File: src/rtl/pyc_fifo_flow.sv
// pyc_fifo_flow: parametrised ready/valid elastic buffer
// any depth, occupancy count, threshold flags, flush, peak monitor
module pyc_fifo_flow #(
    parameter int WIDTH        = 8,
    parameter int DEPTH        = 4,
    parameter int AFULL_LEVEL  = DEPTH - 1,
    parameter int AEMPTY_LEVEL = 1,
    localparam int CW          = $clog2(DEPTH + 1)
) (
    input  logic             clk,
    input  logic             rst,
    input  logic             flush,
    input  logic             in_valid,
    input  logic [WIDTH-1:0] in_data,
    output logic             in_ready,
    output logic             out_valid,
    output logic [WIDTH-1:0] out_data,
    input  logic             out_ready,
    output logic [CW-1:0]    count,
    output logic             almost_full,
    output logic             almost_empty,
    output logic [CW-1:0]    peak,
    input  logic             peak_clr
);

    localparam int PW = $clog2(DEPTH);
    localparam logic [PW-1:0] LAST = PW'(DEPTH - 1);
    localparam logic [CW-1:0] FULL = CW'(DEPTH);
    localparam logic [CW-1:0] AF_LVL = CW'(AFULL_LEVEL);
    localparam logic [CW-1:0] AE_LVL = CW'(AEMPTY_LEVEL);

    logic [WIDTH-1:0] mem [DEPTH];
    logic [PW-1:0]    wr_ptr;
    logic [PW-1:0]    rd_ptr;
    logic [PW-1:0]    wr_ptr_nxt;
    logic [PW-1:0]    rd_ptr_nxt;
    logic [CW-1:0]    count_nxt;
    logic [CW-1:0]    peak_nxt;
    logic             push;
    logic             pop;

    // Handshake and flags come from registered state only (plus flush).
    assign in_ready     = (count != FULL) && !flush;
    assign out_valid    = (count != '0);
    assign out_data     = out_valid ? mem[rd_ptr] : '0;
    assign almost_full  = (count >= AF_LVL);
    assign almost_empty = (count <= AE_LVL);

    assign push = in_valid && in_ready;
    assign pop  = out_valid && out_ready && !flush;

    // Pointer wrap is by compare so non-power-of-2 depths work.
    always_comb begin
        wr_ptr_nxt = wr_ptr;
        rd_ptr_nxt = rd_ptr;
        if (push) begin
            wr_ptr_nxt = (wr_ptr == LAST) ? '0 : wr_ptr + 1'b1;
        end
        if (pop) begin
            rd_ptr_nxt = (rd_ptr == LAST) ? '0 : rd_ptr + 1'b1;
        end
    end

    // Next occupancy and high-water mark; flush leaves peak alone.
    always_comb begin
        count_nxt = count;
        if (flush) begin
            count_nxt = '0;
        end else if (push && !pop) begin
            count_nxt = count + 1'b1;
        end else if (pop && !push) begin
            count_nxt = count - 1'b1;
        end
        if (peak_clr) begin
            peak_nxt = count_nxt;
        end else if (count_nxt > peak) begin
            peak_nxt = count_nxt;
        end else begin
            peak_nxt = peak;
        end
    end

    // Control state; reset drops every entry at once.
    always_ff @(posedge clk or negedge rst) begin
        if (!rst) begin
            wr_ptr <= '0;
            rd_ptr <= '0;
            count  <= '0;
            peak   <= '0;
        end else if (flush) begin
            wr_ptr <= '0;
            rd_ptr <= '0;
            count  <= '0;
            peak   <= peak_nxt;
        end else begin
            wr_ptr <= wr_ptr_nxt;
            rd_ptr <= rd_ptr_nxt;
            count  <= count_nxt;
            peak   <= peak_nxt;
        end
    end

    // Storage needs no reset: reads are masked by out_valid.
    always_ff @(posedge clk) begin
        if (push) begin
            mem[wr_ptr] <= in_data;
        end
    end

endmodule

File: config.mk
export PLATFORM = sky130hd
export DESIGN_NAME = pyc_fifo_flow
export DESIGN_NICKNAME = d
export VERILOG_FILES = /design/src/rtl/pyc_fifo_flow.sv
export SDC_FILE = /design/constraint.sdc
export NUM_CORES = 1
export LEC_CHECK = 0
export ABC_AREA = 1
export CAP_MARGIN = 20
export CORE_AREA = 2 2 80 82
export CTS_BUF_LIST = sky130_fd_sc_hd__clkbuf_8
export DETAILED_ROUTE_END_ITERATION = 16
export DIE_AREA = 0 0 82 84
export PLACE_DENSITY_LB_ADDON = 0.08
export SYNTH_ARGS = -nofsm -noshare
export SYNTH_HDL_FRONTEND = slang
export SYNTH_SLANG_ARGS = --single-unit
File: constraint.sdc
create_clock -name clk -period 5.9 [get_ports clk]
set_input_delay 0.59 -clock clk [delete_from_list [all_inputs] [get_ports clk]]
set_output_delay 0.59 -clock clk [all_outputs]
set_load 0.005 [all_outputs]
[Word-level counts from Yosys, hierarchy flattened]
Memory sizes are Yosys's and may differ from the RTL's.
Index checks and enable logic that the tools add are counted.
Word-level totals
  bits in registers: 10
  bits in writable memories: 32
  input bits: 14
  output and inout bits: 18
  word-level logic and storage cells: 43
  memories: 1
Cells by class
  add/subtract/negate cells: 4
  magnitude comparators: 3
  equal/unequal tests: 3
  multiplexer cells: 15
  reduce and logical (&&, ||, !) cells: 13
Memories
  mem: depth 4, bits a word 8, rd ports 1, clocked after Yosys merged registers in 0, wr ports 1, line 32  | logic [WIDTH-1:0] mem [DEPTH];
Operators by type and width (number)
  3-bit 2-to-1 mux: 6
  2-bit 2-to-1 mux: 6
  8-bit 2-to-1 mux: 1
  1-bit logical AND: 6
  2-bit nonzero test: 3
  2-bit by 1-bit adder with 2-bit output (second input constant): 2
  2-bit == test (second input constant): 2
  3-bit by 1-bit adder with 3-bit output (second input constant): 1
  3-bit by 2-bit >= comparator with 1-bit output (second input constant): 1
  3-bit greater-than comparator: 1
  3-bit by 1-bit less-or-equal comparator with 1-bit output (second input constant): 1
  1-bit zero test: 3
  3-bit != test (second input constant): 1
  3-bit nonzero test: 1
  3-bit by 1-bit subtractor with 3-bit output (second input constant): 1
  1-bit 2-to-1 mux: 2

[Logic depth before layout (Yosys ltp)]
Gate-level depths: netlist of run 1.
  depth in word-level cells: 11
  mapped depth: 17
  gate-level depth less buffers: 17

[Worst setup path before layout of run 1]
Ideal clock, no wire load.
  path kind: register to register
  start point: register count[0]
  end point: register peak[0]
  setup time: 0.118 ns
  arrival: 2.101 ns
  required time: 5.782 ns
  setup slack: 3.680 ns
  stages on the path, launching flop included: 17
  buffers on the path: 0
  period minus slack after synthesis: 2.220 ns
  cells stage by stage: dfrtp_1 -> inv_1 -> ha_1 -> nand2_2 -> nand3_4 -> inv_4 -> nand2_2 -> nand2_1 -> nand2_1 -> a21oi_1 -> ha_1 -> a21oi_1 -> nand2_1 -> nand2_1 -> nand2_1 -> nand4_1 -> nand2_1
On the way
  cells in the longest elaborated chain, start to end: 10
  elaborated cells between the ends (all ways): 19
  those cells by class: 2 x add/sub; 1 x order compare; 1 x eq/ne; 5 x mux; 10 x reduce/logical
Ends and longest elaborated chain
  start: declaration: line 19  | output logic [CW-1:0] count,
  start signal: assignment: line 98  | count <= count_nxt;
  3-bit != test: line 43  | assign in_ready = (count != FULL) && !flush;
  1-bit logical AND: line 43
  1-bit logical AND: line 49  | assign push = in_valid && in_ready;
  1-bit zero test: line 71  | end else if (pop && !push) begin
  1-bit logical AND: line 71
  3-bit 2-to-1 mux: line 71
  3-bit 2-to-1 mux *: line 69  | end else if (push && !pop) begin
  3-bit 2-to-1 mux *: line 67  | if (flush) begin
  named net count_nxt[2]: line 37  | logic [CW-1:0] count_nxt;
  3-bit greater-than comparator *: line 76  | end else if (count_nxt > peak) begin
  2-bit nonzero test (no line) *
  end signal: assignment: line 94  | peak <= peak_nxt;
  end signal: assignment: line 99  | peak <= peak_nxt;
  end: declaration: line 22  | output logic [CW-1:0] peak,
The timed path passes the listed nets; every way through them passes the cells marked *. The select of a mux whose other input is x is not followed.
A chain may end at the register's enable or synchronous reset.

[Final worst setup path of run 1]
  start point: register rd_ptr[0]
  end point: output port out_data[0]
On the way
  cells in the longest elaborated chain, start to end: 2
Ends and longest elaborated chain
  start: declaration: line 34  | logic [PW-1:0] rd_ptr;
  start signal: assignment: line 97  | rd_ptr <= rd_ptr_nxt;
  memory read 4 x 8 bit
  8-bit 2-to-1 mux: line 45  | assign out_data = out_valid ? mem[rd_ptr] : '0;
  end: declaration: line 17  | output logic [WIDTH-1:0] out_data,
No other way between the ends.

==> summary.md, run 1 <==
| Metric | Value |
|---|---|
| Port bufs | 31 |
| Final Hold Viols | 0 |
| Die Span X | 82 um |
| TritonRoute pass-1 iters | 4 |
| Final Slew Violations | 0 |
| Final period util | 46.4% |
| Layout area overhead | 24.1% |
| Post-synthesis async set-or-reset flop share | 23.8% |
| Worst Path Required | 5.31 ns |
| Worst Max-Slew Pin Slew | 0.868 ns |
| Cts-stage hold buffer count | 0 |
| Critical path startpoint category | flop |
| Core footprint | 0.00610 mm^2 |
| Filler Cell Count | 602 |
| Via density | 4.55 |
| Max H-tree Level | 2 |
| Reg power frac | 45.0% |
| R2R cell count | 17 |
| Initial antenna violation count | 0 |
| Crit path kind | flop to output port |
| Initial Utilization | 33.7% |
| Worst path max stage delay | 0.77 ns |
| Clock group share of total power | 25.6% |
| Antenna cells | 0 |
| Resize count post-CTS | 0 |
| Top delay family on crit path | flip-flops |
| CP cell instances | inv_2, o21ai_0, a21oi_1, clkdlybuf4s50_1 |
| Register area share after synthesis | 59.0% |
| Yosys reg bits | 42 |
| Combinational Power Share | 29.4% |
| Total number of vias | 1,424 |
| # Post-CTS Setup Buffers | 0 |
| Internal power | 0.595 mW |
| CP bufs+invs | 2 |
| Setup crit end kind | output port |
| Final Cell Area | 0.00255 mm^2 |
| P_leak | 1.03 nW |
| Io pins | 32 |
| Dominant cells by area after synthesis | edfxtp_1 47%, dfrtp_1 12%, ha_1 7.9% |
| Worst EP arrival | 2.15 ns |
| Psw | 0.255 mW |
| CP max-delay cell | dfrtp_1 |
| Netlist cell types | 24 |
| Placed Area | 0.00244 mm^2 |
| Setup TNS | 0 ns |
| Final wirelength | 4290 um |
| Starting DRT DRC Count | 50 |
| Peak VDD IR | 159 uV |
| RSZ-0062 raised after global routing | no |
| Worst hold path stage count | 2 |
| Count leader, synth | nor2_1 |
| Crit path depth | 4 |
| Post-Syn Instances | 201 |
| PwrDens | 334 mW/mm^2 |
| Fin util | 41.8% |
| Nets | 262 |
| Largest net degree at the start of global routing | 20 |
| Synth top area share | 46.8% |
| WL/cell | 13.7 um |
| Hold WS | 0.534 ns |
| Share of post-route cells with drive strength above 1 | 8.47% |
| First-pass GRT wire length | 7150 um |
| Final Total Pwr | 0.850 mW |
| EDFF count, synth | 32 |
| Total Routing Usage GR | 14.0% |
| Slew HR | 41.9% |
| TritonCTS Sinks | 42 |
| Cts bufs inserted | 5 |
| Final ANT Viol Nets | 0 |
| Clock tree from TritonCTS | built |
| Clk_lat worst skew | 0.29 ns |
| Clk root buf | clkbuf_8 |
| Most instantiated cells after synthesis | 39 x nor2_1, 32 x edfxtp_1, 24 x nand2_1 |
| Row count | 29 |
| Crit path max fanout | 19 |
| RePlAce Congestion | 0.770 |
| Layout Skew | 0.00548 ns |
| Setup violators final | 0 |
| Status | complete, no violations |
| Total gr overflow | 0 |
| Tmin final | 2.74 ns |
| Max Root-Sink Buffers | 2 |
| Switching Share | 30.0% |
| Max Clk Rate | 365 MHz |
| Predominant post-synthesis flop cell | edfxtp_1 |
| Average size of a mapped cell | 10.2 um^2 |
| CTS clk-pin slew, worst paths | 0.08 ns |
| Yosys warns | 0 |
| Cell taking the most area after synthesis | edfxtp_1 |
| Die H | 84 um |
| Worst min-delay path class | flop to flop |
| Max Cap Viol | 0 |
| Area of the mapped netlist | 0.00205 mm^2 |
| Die area | 0.00689 mm^2 |
| Estimated wirelength of the detail-placed design | 3030 um |
| Mapped Nets | 228 |
| Detailed-route DRC error count | 0 |
| Vias in the first global route | 1,470 |
==> placed cells by master (no fill, tap or decap), drive strengths merged <==
cell / Yosys / layout
clkinv: 1 / 2
o21ai: 20 / 20
nor2: 40 / 40
a21oi: 12 / 12
clkdlybuf4s50: 0 / 31
ha: 13 / 13
a22oi: 1 / 1
nand2: 28 / 28
edfxtp: 32 / 32
inv: 24 / 25
clkbuf: 1 / 5
dfrtp: 10 / 10
nand3b: 1 / 1
bufinv: 0 / 1
nand3: 12 / 12
and3: 1 / 1
nand4: 2 / 2
==> metal layers <==
| metal | routed length [um] | global-route usage (%) |
|---|---|---|
| met2 | 2020 | 22.2 |
| met5 | 0 | 0 |
| met3 | 139 | 3.25 |
| met1 | 2060 | 18.6 |
| met4 | 65 | 4.55 |
==> cell type report <==
type,count,area (um^2),share of cell area [%]
Sequential cell,42,1210,47.5
Timing Repair Buffer,31,310,12.2
Clock inverter,3,37.5,1.47
Multi-Input combinational cell,130,724,28.4
Clock buffer,5,68.8,2.70
Inverter,25,98.8,3.88
Tap cell,77,96.3,3.78
==> power by group through the flow <==
stage                     clock [mW]  sequential [mW]  combinational [mW]
after floorplan                    0            0.377               0.152
after global placement             0            0.391               0.258
after detailed placement           0            0.391               0.255
after CTS                      0.226            0.384               0.257
after global routing           0.240            0.387               0.288
final                          0.218            0.383               0.250
==> per-stage QoR <==
step                      setup slack [ns]  std cells
after floorplan                       3.68        201
after global placement                3.04        305
after detailed placement              3.05        305
after CTS                             3.07        313
after global routing                  2.93        313
final                                 3.16        313
==> registers in the layout, summed over array words and instances (netlist names) <==
name and flops:
count 3, peak 3, rd_ptr 2, wr_ptr 2, mem 32
==> cell families (layout without fill, tap and decap cells) <==
kind of cell	after synthesis	count (layout)	share of synthesized area [%]
adder cells (fa/ha/maj)	13	13	7.92
AO/OA/AOI/OAI	33	33	8.17
AND/OR/NAND/NOR	84	84	19.2
buffers and inverters	29	64	5.73
flip-flops	42	42	59.0
==> path summary, 6_finish.rpt <==
kind / startpoint / to / slack, ns
min in group asynchronous: rst / count[1] / 0.64
hold / removal: peak[1] / peak[1] / 0.53
hold reg to reg: peak[1] / peak[1] / 0.53
setup reg to reg: count[0] / peak[2] / 3.37
max in group asynchronous: rst / wr_ptr[0] / 4.90
setup / recovery: rd_ptr[0] / out_data[0] / 3.16
==> worst reg2reg max path, cell delays in order (launching register included) <==
cell and delay, ns:
dfrtp_1 0.42, inv_1 0.12, ha_1 0.27, nand2_2 0.11, nand3_4 0.13, inv_4 0.12
nand2_2 0.07, nand2_1 0.06, nand2_1 0.06, a21oi_1 0.22, ha_1 0.30, a21oi_1 0.17
nand2_1 0.06, nand2_1 0.05, nand2_1 0.09, inv_1 0.10, nand2_1 0.05, nand2_1 0.06
(Power assumes the default switching activity.)
==> inputs of run 2 (changes only) <==
==> constraint.sdc (replaced) <==
create_clock -name clk -period 2.7 [get_ports clk]
set_input_delay 0.27 -clock clk [delete_from_list [all_inputs] [get_ports clk]]
set_output_delay 0.27 -clock clk [all_outputs]
set_load 0.005 [all_outputs]
==> run 2 against run 1 <==
Compared with the run above:
- design area grew 1.5%
- clock-buffer cell count is the same
- final cell count grew 2.2%
- power grew 110%
- register-to-register slack lost 3.1 ns
- critical endpoint is now peak[2]
- utilization grew 0.62 points
- via count grew 2.0%
- critical path depth grew 12
- combinational power grew 130%
==> summary.md, run 2 (synthesized netlist as in run 1, its figures left out) <==
| Metric | Value |
|---|---|
| Clk_lat worst skew | 0.29 ns |
| Final Hold Viols | 0 |
| Setup TNS | 0 ns |
| Placed Area | 0.00249 mm^2 |
| Row count | 29 |
| Nets | 269 |
| Cts bufs inserted | 5 |
| P_leak | 1.06 nW |
| Worst Max-Slew Pin Slew | 0.517 ns |
| Max Clk Rate | 416 MHz |
| Critical path startpoint category | flop |
| Io pins | 32 |
| RSZ-0062 raised after global routing | no |
| Max H-tree Level | 2 |
| Largest net degree at the start of global routing | 18 |
| WL/cell | 13.5 um |
| Reg2reg start | count[1] |
| Total gr overflow | 0 |
| Slew HR | 65.5% |
| Via density | 4.54 |
| Share of post-route cells with drive strength above 1 | 12.3% |
| Top delay family on crit path | simple AND/OR/NAND/NOR gates |
| Setup crit end kind | flop |
| Worst EP arrival | 2.64 ns |
| Final Cell Area | 0.00258 mm^2 |
| Top Registers | mem x32, count x3, peak x3 |
| Vias in the first global route | 1,381 |
| Cell repeated most along the worst path | nand2_1 |
| Final Slew Violations | 0 |
| Crit path kind | flop to flop |
| Hold WS | 0.310 ns |
| Estimated wirelength of the detail-placed design | 3130 um |
| Core footprint | 0.00610 mm^2 |
| CP cell instances | inv_1, ha_2, nand2_2, nand3_4, inv_4, nor2_4, nand3_1, a21oi_2, ha_1, a21oi_1, nand2_1, nand2_1, nand2_1, inv_1, nand2_1, nand2_1 |
| CP bufs+invs | 3 |
| Crit path max fanout | 9 |
| Largest Register | mem |
| Die area | 0.00689 mm^2 |
| Max Root-Sink Buffers | 2 |
| Most common cell after layout, fill and taps aside | nor2_1 |
| CP max-delay cell | dfrtp_1 |
| Die Span X | 82 um |
| Footprint of the multi-input gates | 731 um^2 |
| Clock tree from TritonCTS | built |
| Total Routing Usage GR | 13.6% |
| Setup crit start | count[1] |
| Crit path depth | 16 |
| Cts-stage hold buffer count | 0 |
| Filler Cell Count | 628 |
| Worst min-delay path class | primary input to async pin |
| First-pass GRT wire length | 6910 um |
| Most frequent cells in the layout | 39 x nor2_1, 32 x edfxtp_1, 31 x clkdlybuf4s50_1 |
| Layout area overhead | 25.9% |
| Detailed-route DRC error count | 0 |
| Total number of vias | 1,453 |
| Max Cap Viol | 0 |
| TritonCTS Sinks | 42 |
| Status | complete, no violations |
| Register area | 0.00121 mm^2 |
| Initial antenna violation count | 0 |
| Fin util | 42.4% |
| R2R cell count | 16 |
| Clk root buf | clkbuf_8 |
| Layout Skew | 0.00798 ns |
| Die H | 84 um |
| CTS clk-pin slew, worst paths | 0.08 ns |
| Initial Utilization | 33.7% |
| Starting DRT DRC Count | 78 |
| Worst path max stage delay | 0.41 ns |
| Final ANT Viol Nets | 0 |
| Final wirelength | 4330 um |
| Tmin final | 2.41 ns |
| Worst Path Required | 2.93 ns |
| Antenna cells | 0 |
| Placed Instances | 311 |
| Setup violators final | 0 |
| PwrDens | 693 mW/mm^2 |
| Port bufs | 31 |
| Final std cells w/o fill | 320 |
| Peak VDD IR | 236 uV |
| Final period util | 89.1% |
| TritonRoute pass-1 iters | 4 |
| RePlAce Congestion | 0.759 |
| Largest register FFs | 32 |
run 2: changes by cell type in the layout (fill, tap and decap cells not counted):
cell / before / now
a21oi_1: 12 / 11
clkinv_2: 0 / 1
ha_1: 13 / 12
bufinv_16: 1 / 0
buf_4: 0 / 7
ha_2: 0 / 1
a21oi_2: 0 / 1
clkinvlp_4: 0 / 1
inv_1: 19 / 18
run 2: routing by layer:
metal / wire length, um / GRT usage, %
met1: 2030 / 18.4
met2: 2120 / 21.4
met3: 131 / 3.35
met4: 56 / 4.09
met5: 0 / 0
run 2: worst reg2reg max path, delay by kind of cell (launching register included):
family                     cells  cell delay (ns)
and+or+nand+nor                9             0.74
adders and majority gates      2             0.53
buffers and inverters          3             0.34
DFF                            1             0.41
AOI/OAI and AO/OA              2             0.34
run 2: what timing repair did:
| action | CTS | global route |
|---|---|---|
| buffers inserted | 0 | 1 |
| gates resized for setup | 0 | 2 |
| setup endpoints to repair | 0 | 3 |
run 2: final cells by class:
class | count | area share (%)
inverter | 25 | 3.82
multi-input combinational | 130 | 28.3
tap | 77 | 3.73
clock buffer | 5 | 2.66
clock inverter | 3 | 0.629
sequential | 42 | 46.9
timing repair buffer | 38 | 14.0
run 2: report_power, final:
part	internal (mW)	leakage, nW	total [mW]	switching (mW)
Sequential	0.774	0.423	0.831	0.0574
Combinational	0.272	0.591	0.572	0.300
Clock	0.177	0.0416	0.389	0.212
Total	1.22	1.06	1.79	0.570
run 2: worst paths after layout:
check / to / slack, ns
hold reg to reg: peak[1] / 0.54
setup / recovery: peak[2] / 0.29
setup reg to reg: peak[2] / 0.29
max in group asynchronous: wr_ptr[0] / 2.04
min in group clk: peak[1] / 0.54
hold / removal: count[0] / 0.31
run 2: stage by stage:
stage	total power, mW	worst slack (ns)
2_1_floorplan	1.15	0.480
3_3_place_gp	1.43	0.173
3_5_place_dp	1.42	0.138
4_1_cts	1.82	0.142
5_1_grt	1.93	0.0328
6_report	1.79	0.294
